$ cat src/rtl/accum_pkg.sv
// Shared types for the accumulator datapath and its readback decoder.
//   ACCUM_WIDTH  : default sum/delta width
//   accum_t      : one accumulator sample
//   diff_entry_t : decoded delta plus "first after reset/resync" tag
//   ST_FIRST/ST_RUN : decoder state encodings
package accum_pkg;

  localparam int unsigned ACCUM_WIDTH = 8;

  typedef logic [ACCUM_WIDTH-1:0] accum_t;

  typedef struct packed {
    accum_t delta;
    logic   first;
  } diff_entry_t;

  localparam logic [0:0] ST_FIRST = 1'b0;
  localparam logic [0:0] ST_RUN   = 1'b1;

endpackage

$ cat src/rtl/accum_diff_skid.sv
// Generic 2-entry valid/ready skid buffer with a registered input ready.
//   clk, reset       : clock, synchronous active-high reset (flushes contents)
//   i_valid/o_ready  : upstream handshake; o_ready is a flop
//   i_data           : entry to store
//   o_valid/i_ready  : downstream handshake; head is presented on o_data
//   o_data           : head entry, held stable while stalled
module accum_diff_skid
  import accum_pkg::*;
#(
  parameter type T = diff_entry_t
) (
  input  logic clk,
  input  logic reset,
  input  logic i_valid,
  output logic o_ready,
  input  T     i_data,
  output logic o_valid,
  input  logic i_ready,
  output T     o_data
);

  logic [1:0] r_occ;
  logic [1:0] w_occ_nxt;
  logic       r_ready;
  T           r_e0;
  T           r_e1;
  logic       w_push;
  logic       w_pop;

  assign w_push  = i_valid & r_ready;
  assign w_pop   = (r_occ != 2'd0) & i_ready;
  assign o_ready = r_ready;
  assign o_valid = (r_occ != 2'd0);
  assign o_data  = r_e0;

  always_comb begin
    w_occ_nxt = r_occ;
    if (w_push && !w_pop)      w_occ_nxt = r_occ + 2'd1;
    else if (!w_push && w_pop) w_occ_nxt = r_occ - 2'd1;
  end

  // r_e0 is always the head; r_e1 only holds data when two entries are queued.
  // Ready is computed from the next occupancy so it drops on the cycle the
  // buffer is full, which keeps a push from ever landing on a full buffer.
  always_ff @(posedge clk) begin
    if (reset) begin
      r_occ   <= '0;
      r_ready <= 1'b0;
      r_e0    <= '0;
      r_e1    <= '0;
    end else begin
      r_occ   <= w_occ_nxt;
      r_ready <= (w_occ_nxt != 2'd2);
      case (r_occ)
        2'd0: begin
          if (w_push) r_e0 <= i_data;
        end
        2'd1: begin
          if (w_push && w_pop) r_e0 <= i_data;
          else if (w_push)     r_e1 <= i_data;
        end
        default: begin
          if (w_pop) begin
            r_e0 <= r_e1;
            if (w_push) r_e1 <= i_data;
          end
        end
      endcase
    end
  end

endmodule

$ cat src/rtl/accum_diff.sv
// Running-sum decoder: recovers per-sample increments from accumulated sums,
// delta = s_sum - previous sum (mod 2^WIDTH), output through a 2-entry skid.
//   clk, reset         : clock, synchronous active-high reset
//   s_valid/s_ready    : input handshake (s_ready is registered)
//   s_sum              : accumulated sum sample
//   s_resync           : restart reference from INIT for this accepted sample
//   m_valid/m_ready    : output handshake
//   m_delta, m_first   : recovered increment, first-after-reset/resync tag
// Optional (ACCUM_DIFF_CNT_EN):
//   m_count            : deltas popped since reset/resync, carried by the head
//   m_zero             : head delta is zero
module accum_diff
  import accum_pkg::*;
#(
  parameter int unsigned      WIDTH = ACCUM_WIDTH,
  parameter logic [WIDTH-1:0] INIT  = '0
) (
  input  logic             clk,
  input  logic             reset,
  input  logic             s_valid,
  output logic             s_ready,
  input  logic [WIDTH-1:0] s_sum,
  input  logic             s_resync,
  output logic             m_valid,
  input  logic             m_ready,
  output logic [WIDTH-1:0] m_delta,
`ifdef ACCUM_DIFF_CNT_EN
  output logic [15:0]      m_count,
  output logic             m_zero,
`endif
  output logic             m_first
);

  typedef struct packed {
    logic [WIDTH-1:0] delta;
    logic             first;
`ifdef ACCUM_DIFF_CNT_EN
    logic [15:0]      count;
`endif
  } entry_t;

  logic [0:0]       r_state;
  logic [WIDTH-1:0] r_prev;
  logic             w_accept;
  logic             w_first;
  logic [WIDTH-1:0] w_ref;
  entry_t           w_in;
  entry_t           w_out;
  logic             w_s_ready;

  assign w_accept = s_valid & w_s_ready;
  assign w_first  = (r_state == ST_FIRST) | s_resync;
  assign w_ref    = w_first ? INIT : r_prev;

  always_ff @(posedge clk) begin
    if (reset) begin
      r_state <= ST_FIRST;
      r_prev  <= INIT;
    end else if (w_accept) begin
      r_state <= ST_RUN;
      r_prev  <= s_sum;
    end
  end

`ifdef ACCUM_DIFF_CNT_EN
  // The count is tagged at push time: entries leave in order, so the number
  // pushed before an entry since the last first is exactly the number popped
  // before it by the time it reaches the head.
  logic [15:0] r_cnt;
  logic [15:0] w_cnt_tag;

  assign w_cnt_tag = w_first ? 16'd0 : r_cnt;

  always_ff @(posedge clk) begin
    if (reset)         r_cnt <= '0;
    else if (w_accept) r_cnt <= w_cnt_tag + 16'd1;
  end

  assign w_in.count = w_cnt_tag;
  assign m_count    = w_out.count;
  assign m_zero     = (w_out.delta == '0);
`endif

  assign w_in.delta = s_sum - w_ref;
  assign w_in.first = w_first;

  accum_diff_skid #(
    .T (entry_t)
  ) u_skid (
    .clk     (clk),
    .reset   (reset),
    .i_valid (s_valid),
    .o_ready (w_s_ready),
    .i_data  (w_in),
    .o_valid (m_valid),
    .i_ready (m_ready),
    .o_data  (w_out)
  );

  assign s_ready = w_s_ready;
  assign m_delta = w_out.delta;
  assign m_first = w_out.first;

endmodule

$ cat config.mk
export PLATFORM = sky130hd
export DESIGN_NAME = accum_diff
export DESIGN_NICKNAME = d
export VERILOG_FILES = /design/src/rtl/accum_pkg.sv /design/src/rtl/accum_diff_skid.sv /design/src/rtl/accum_diff.sv
export SDC_FILE = /design/constraint.sdc
export NUM_CORES = 1
export LEC_CHECK = 0
export CAP_MARGIN = 20
export CELL_PAD_IN_SITES_DETAIL_PLACEMENT = 1
export CELL_PAD_IN_SITES_GLOBAL_PLACEMENT = 2
export CORE_MARGIN = 2
export CORE_UTILIZATION = 31
export DETAILED_ROUTE_END_ITERATION = 6
export PLACE_DENSITY = 0.86
export SETUP_SLACK_MARGIN = 0.3
export SLEW_MARGIN = 5
export SYNTH_ARGS = -nofsm -noshare
export SYNTH_HDL_FRONTEND = slang
export SYNTH_HIERARCHICAL = 1
export SYNTH_SLANG_ARGS = --single-unit
$ cat constraint.sdc
create_clock -name clk -period 2.4 [get_ports clk]
set_input_delay 0.6 -clock clk [delete_from_list [all_inputs] [get_ports clk]]
set_output_delay 0.6 -clock clk [all_outputs]
set_load 0.005 [all_outputs]
== Word-level counts from Yosys, hierarchy flattened ==
Cells that the tools add are included.
W data, S select, Z words.
Operators by class
  add/subtract/negate cells: 3
  equal/unequal tests: 5
  muxes and demuxes: 11
  bitwise gates (word level): 5
  reduce and logical (&&, ||, !) cells: 11
Operators with widths (count)
  $mux W9: 6
  $pmux W9 S2: 2
  $mux W8: 1
  $sub A8 B8 Y8: 1
  $reduce_and A3 Y1: 2
  $mux W2: 2
  $ne A2 B1 Y1 const B: 2
  $ne A2 B2 Y1 const B: 2
  $reduce_bool A2 Y1: 2
  $logic_and A1 B1 Y1: 3
  $reduce_bool A3 Y1: 1
  $add A2 B1 Y2 const B: 1
  $and A1 B1 Y1: 2
  $eq A2 B1 Y1 const B: 1
  $logic_not A1 Y1: 2
  $logic_not A2 Y1: 1
  $not A1 Y1: 2
  $sub A2 B1 Y2 const B: 1
  $or A1 B1 Y1: 1
Word-level totals
  register bits: 30
  input port bits: 13
  output and inout port bits: 11
  logic and storage cells: 43

== Longest topological paths before layout ==
  depth in word-level cells: 7
  mapped depth: 12
  gate-level depth less buffers: 11

== By module ==
Netlist, hierarchy kept.
Modules (own cells, without submodules)
  accum_diff_skid: instances 1, cells each 98, area each 1109.8 um^2, sequential area each 420.4 um^2
  accum_diff: instances 1, cells each 87, area each 684.4 um^2, sequential area each 180.2 um^2

== Worst setup path after synthesis ==
OpenSTA, ideal clock, no wires.
  path kind: in2reg
  from: in s_resync
  to: reg u_skid.r_e0 (netlist bit u_skid/o_data[7])
  library setup time: 0.089 ns
  data arrival time: 2.431 ns
  required time: 2.311 ns
  slack: -0.119 ns
  cell stages on the path: 12
  buffers on the path: 1
  cell sequence: nor2b_4 > buf_6 > and2_2 > ha_1 > inv_1 > fa_1 > a21oi_2 > o211ai_2 > a21oi_2 > xnor2_1 > mux2i_1 > a311oi_2
RTL lines
  start, declared: RTL line accum_diff.sv:23  | input logic s_resync,
  end signal, assigned: RTL line accum_diff_skid.sv:56  | if (w_push) r_e0 <= i_data;
  end signal, assigned: RTL line accum_diff_skid.sv:59  | if (w_push && w_pop) r_e0 <= i_data;
  end signal, assigned: RTL line accum_diff_skid.sv:64  | r_e0 <= r_e1;
  end, declared: RTL line accum_diff_skid.sv:25  | T r_e0;

==> run metrics <==
CP Data Required Time=~2.6 ns; largest fanout of any net on the critical path=2; skew final=between 0.006 and 0.007 ns; FF+latch count, synth=30; highest ir drop seen on vdd=0.479 mV; HP Class=register to register; summed negative setup slack over all endpoints=0 ns; most used routing layer=met2; DRC errors left=0; Worst Setup End Kind=register; met2 capacity usage during global routing=23.9%; final count of pins violating max slew=0; worst-case setup slack after placement=-0.500 ns; standby leakage power=about 0.0011 uW; maximum count of clock buffers along a single path=2; Final min period=about 2.2 ns; count of antenna-violating nets left after detailed routing=0; Routed WL per cell=14.3 um; layout cell share with drive strength beyond 1=37.2%; most instantiated flip-flop cell in the synthesis netlist=dfxtp_1; vias post-DR=between 1000 and 1500; most common cell in the netlist=dfxtp_1; synthesis-to-layout area growth=43.0%; TritonCTS clock tree=yes; sequential-to-total area share from yosys stat=33.5%; RSZ-0062 raised after global routing=true; clock edge transition at the registers on the reported setup and hold paths=0.07 ns; number of hold-slack violations in the final timing report=0; fraction of power consumed by sequential logic=25.9%; count of mapped cells out of synthesis=185; Yosys top cell area share=33.5%; placeable core region=5540 um^2; crit share post-route=92.4%; nets@finish=253; pin count of the biggest net entering global routing=20; worst slew slack as a fraction of its limit=61.2%; clk_lat worst skew=between 0.2 and 0.3 ns; effective utilization at floorplan=32.4%; weighted congestion reported at the end of routability-driven placement=0.847; cell chosen for the clock root=clkbuf_8; worst hold path startpoint=r_prev[0]$_SDFFE_PP0P_; overall die height=80.1 um; Finished Layout Cells=~300; tightest hold margin=0.462 ns; number of warnings reported in the yosys synthesis log=6; Psw=952 uW; synth top area cells=dfxtp_1 33%, mux2i_1 11%, a311oi_2 7.5%, a21oi_1 6.4%, ha_1 6.3%; post-synthesis average cell area=9.70 um^2; overall fraction of global-route tracks in use=14.7%; Boundary Pins=24; timing-limited maximum frequency=451 MHz; Worst Setup SP=s_resync; hpwl dp=3000 um; kind of launch point of the worst setup path=input port; total of fill cells in the finished design=644; drt total wl=4340 um; number of synthesized flops with an enable pin=0; sinks on the clock net=30; placed cell area=roughly 2200 um^2; met1 routing resource usage after global routing=~19%; # diodes=0; first-pass GRT wire length=7110 um; floorplan die area=approximately 6400 um^2; share of async-settable or async-resettable flops after synthesis=0%; antenna violations before repair=0; Internal Pwr Total=between 1500 and 2000 uW; post-synthesis cell type with the largest combined area=dfxtp_1; std cell rows=27; total placed cells including tap cells=roughly 290; horizontal extent of the die=80.1 um; slew at the pin closest to its max-slew limit=0.581 ns; met3 track utilization from global routing=3.37%; Combinational Power Share=a little under three fifths; H-tree levels=2; net count after synthesis=208; Syn Std Cell Area=between 1500 and 2000 um^2; residual overflow from global routing=0; final setup margin=0.183 ns; crit path kind=input port to register; count of TritonRoute iterations in the first routing pass=4; number of port buffers=23; run status=complete, no violations; number of DRC markers in iteration 0=24; commonest cells in the synthesized netlist=30 x dfxtp_1, 23 x a21oi_1, 21 x nand2_1; vias in the first global route=approximately 1400; clock share of power=19.1%; vias per inst=4.88; r2r startpoint=r_state$_SDFFE_PP0P_; cell area power density=~1000 nW/um^2; count of maximum capacitance violations=0; count of distinct cell types in the synthesized netlist=36; arrival time of data at the critical path endpoint=approximately 2.4 ns; CTS buffer count=5; Final Setup Violations=0; Final Cell Area=2560 um^2; fraction of power spent switching nets=36.2%
[per-stage QoR]
step	util, %	total power (uW)
after global placement	39.9	2030
after global routing	46.3	2820
after floorplan	-	1750
final	46.3	2630
after detailed placement	39.9	2050
after CTS	42.7	2610
[power by group through the flow]
stage / combinational [uW] / sequential, uW / clock [uW]
6_report: 1450 / 681 / 502
5_1_grt: 1580 / 697 / 546
4_1_cts: 1410 / 681 / 520
3_5_place_dp: 1350 / 700 / 0
3_3_place_gp: 1340 / 693 / 0
2_1_floorplan: 1050 / 698 / 0
[layer usage]
metal	vias up	share of wire (%)
met5	-	0
met4	0	1.7
met3	7	2.9
met2	22	48
met1	713	48
li1	737	-
[layout make-up]
| class | count | area (um^2) | share of cell area, % |
|---|---|---|---|
| clock buffer | 7 | 76.3 | 2.98 |
| clock inverter | 1 | 30.0 | 1.17 |
| inverter | 8 | 43.8 | 1.71 |
| multi-input combinational | 137 | 1270 | 49.4 |
| sequential | 30 | 604 | 23.6 |
| tap | 72 | 90.1 | 3.51 |
| timing repair buffer | 48 | 454 | 17.7 |
[path summary, 6_finish.rpt]
path                                   end  slack [ns]  cells after the start
max          u_skid/o_data[5]$_SDFFE_PP0P_        0.18                     13
min reg2reg         r_prev[0]$_SDFFE_PP0P_        0.46                      2
max reg2reg  u_skid/o_data[5]$_SDFFE_PP0P_        0.21                     12
min                 r_prev[0]$_SDFFE_PP0P_        0.46                      2
[registers in the layout, summed over array words and instances (netlist names)]
signal,cells
u_skid/o_data,9
r_prev,8
u_skid/r_occ,2
u_skid/r_e1,9
u_skid/o_ready,1
r_state,1
[placed cells by master, fill, tap and decap left out, drive strengths merged, types with 9 or more instances in the layout]
cell and instances:
buf 26, nand3 10, dfxtp 30, a21oi 27, a311oi 10, nand2 22
ha 9, mux2i 19, clkdlybuf4s50 18, nor2 15
[critical path, cell delays in order]
cell and delay (ns):
buf_6 0.10, nor2b_4 0.12, and2_4 0.16, ha_4 0.13, inv_2 0.03, fa_2 0.36
a21oi_4 0.18, buf_4 0.12, nor2b_1 0.03, nor2_1 0.11, xnor2_1 0.17, mux2i_1 0.12
a311oi_2 0.19
[cell families (layout without fill, tap and decap cells)]
| family | after synthesis | after routing | share of synthesized area (%) |
|---|---|---|---|
| compound gates | 43 | 43 | 19.8 |
| buf+inv | 18 | 64 | 7.53 |
| flops | 30 | 30 | 33.5 |
| mux | 20 | 20 | 11.4 |
| simple gates | 55 | 55 | 15.6 |
| fa+ha+maj | 10 | 10 | 7.39 |
| xor+xnor | 9 | 9 | 4.81 |
[repair_timing]
action	CTS	global route
setup buffers	5	4
pin swaps	12	18
gates resized for setup	16	33
hold buffers	0	0
endpoints found under the setup margin	14	9
Power figures use the tool's default switching activity.
==> patch, RTL diff (same settings) <==
Set the package constant `ACCUM_WIDTH` to 7 (it was 8).
--- a/src/rtl/accum_pkg.sv
+++ b/src/rtl/accum_pkg.sv
@@ -5,7 +5,7 @@
 //   ST_FIRST/ST_RUN : decoder state encodings
 package accum_pkg;
 
-  localparam int unsigned ACCUM_WIDTH = 8;
+  localparam int unsigned ACCUM_WIDTH = 7;
 
   typedef logic [ACCUM_WIDTH-1:0] accum_t;
 
Interface: changed (resized m_delta and s_sum); port bits go from 24 to 22. The function was not compared with the original's and may differ.
==> patch against the original RTL <==
Worst setup slack got worse by 88 ps; sequential cell count fell by 3; power fell by 20%; core utilization fell by 3.0 points; synthesized area fell by 11%; clock power fell by 47%; non-clock buffer count fell by 4; routed wire length fell by 7.9%; cell area fell by 15%; global-route usage rose by 1.0 points; maximum frequency fell by 3.8%; count of clock-buffer cells in the layout fell by 4; largest cell class unchanged; sequential share of layout area rose by 1.4 points.
==> patch: results <==
export IMPL_status="finished, final reports clean"
export IMPL_min_path_cells=2
export IMPL_grt_pass1_wl_um=6768
export IMPL_gp_congestion=0.7404
export IMPL_h_tree_depth=1
export IMPL_reg2reg_depth=11
export IMPL_synth_nets=190
export IMPL_nets=230
export IMPL_final_instance_count_excl_fill=277
export IMPL_path_clk_slew_ps=100
export IMPL_synthArstFlopShare_pct=0
export IMPL_numCtsBuffers=3
export IMPL_drc=0
export IMPL_cts_buffer_depth=2
export IMPL_synth_fa_ha_area_share_pct=8.307
export IMPL_synth_xor_area_share_pct=3.840
export IMPL_grt_max_degree=28
export IMPL_synth_seq_area_share_pct=33.86
export IMPL_ir_drop_uv=494.5
export IMPL_cts_repair_resized=20
export IMPL_worstPathMaxFanout=3
export IMPL_placedInstanceArea_mm2=0.001988
export IMPL_grt_pass1_vias=1391
export IMPL_muxShareOfSynthArea_pct=11.60
export IMPL_synth_compound_area_share_pct=21.87
export IMPL_dr_pass1_iters=4
export IMPL_yosysUniqueCellTypes=39
export IMPL_antennaDiodeCount=0
export IMPL_synth_commonest_cells="dfxtp_1, a21oi_1, mux2i_1, nand2_1, nor2_1"
export IMPL_slew_headroom_pct=62.87
export IMPL_initialDrtViolationCount=29
export IMPL_final_layout_size_suffix_gt1_share_pct=32.37
export IMPL_port_buffers=21
export IMPL_root_buffer="clkbuf_8"
export IMPL_grtUsageTotal_pct=15.67
export IMPL_wl_um=4000
export IMPL_p_leak_nw=0.8754
export IMPL_dpl_hpwl_um=2857
export IMPL_switching_power_mw=0.8460
export IMPL_via_per_inst=4.859
export IMPL_antenna_found_initial=0
export IMPL_placed_cells=267
export IMPL_synth_area_per_cell_um2=9.503
export IMPL_fin_skew_ps=1.366
export IMPL_dp_slack_ps=-675.6
export IMPL_netlist_top_cells_area="dfxtp_1, mux2i_1, a311oi_2, ha_1, a21oi_1"
export IMPL_insertion_delay_ps=270
export IMPL_critPathArrivalTime_ps=2500
## patch: changes by cell type after synthesis, sizes merged, moves of 3 or more
| cell | delta |
|---|---|
| nand2 | -6 |
| buf | -3 |
| dfxtp | -3 |
| a21oi | -7 |
## patch: worst max-delay path: cells and delay by family
kind / cells / cell delay, ps
and+or+nand+nor: 2 / 290
buffers and inverters: 2 / 130
AOI/OAI and AO/OA: 4 / 730
muxes: 1 / 110
xor gates and xnor gates: 1 / 130
adders and majority gates: 2 / 500
## patch: layout make-up
cell class	instances	area, µm²
tap	70	87.58
clock inverter	1	5.005
clock buffer	3	41.29
timing repair buffer	44	385.4
sequential	27	544.3
multi-input combinational	124	1087
inverter	8	30.03
fill	590	2861
## patch: power by group through the flow
| stage | clock, mW | sequential (mW) | combinational (mW) |
|---|---|---|---|
| after floorplan | 0 | 0.633 | 0.920 |
| after global placement | 0 | 0.627 | 1.15 |
| after detailed placement | 0 | 0.630 | 1.19 |
| after CTS | 0.284 | 0.625 | 1.21 |
| after global routing | 0.296 | 0.637 | 1.33 |
| final | 0.266 | 0.625 | 1.22 |
## patch: logic make-up (layout without fill, tap and decap cells)
family                     Yosys count  count (layout)
and+or+nand+nor                     47              47
buffers and inverters               17              56
muxes                               18              18
DFF                                 27              27
xor gates and xnor gates             7               7
AOI/OAI and AO/OA                   42              42
adders and majority gates           10              10
## patch: path summary, 6_finish.rpt
path | start | end | slack [ps]
worst max-delay path | s_resync | u_skid/o_data[7] | 100
worst max register to register | r_state | u_skid/o_data[7] | 140
worst min-delay path | r_prev[4] | r_prev[4] | 460
worst min register to register | r_prev[4] | r_prev[4] | 460
## patch: metal layers
metal	global-route usage (%)	vias to the layer above	wire length (µm)
met5	0	-	0
met3	2.778	4	105
met1	19.48	648	1818
li1	-	675	-
met4	3.899	0	33
met2	27.87	19	2042
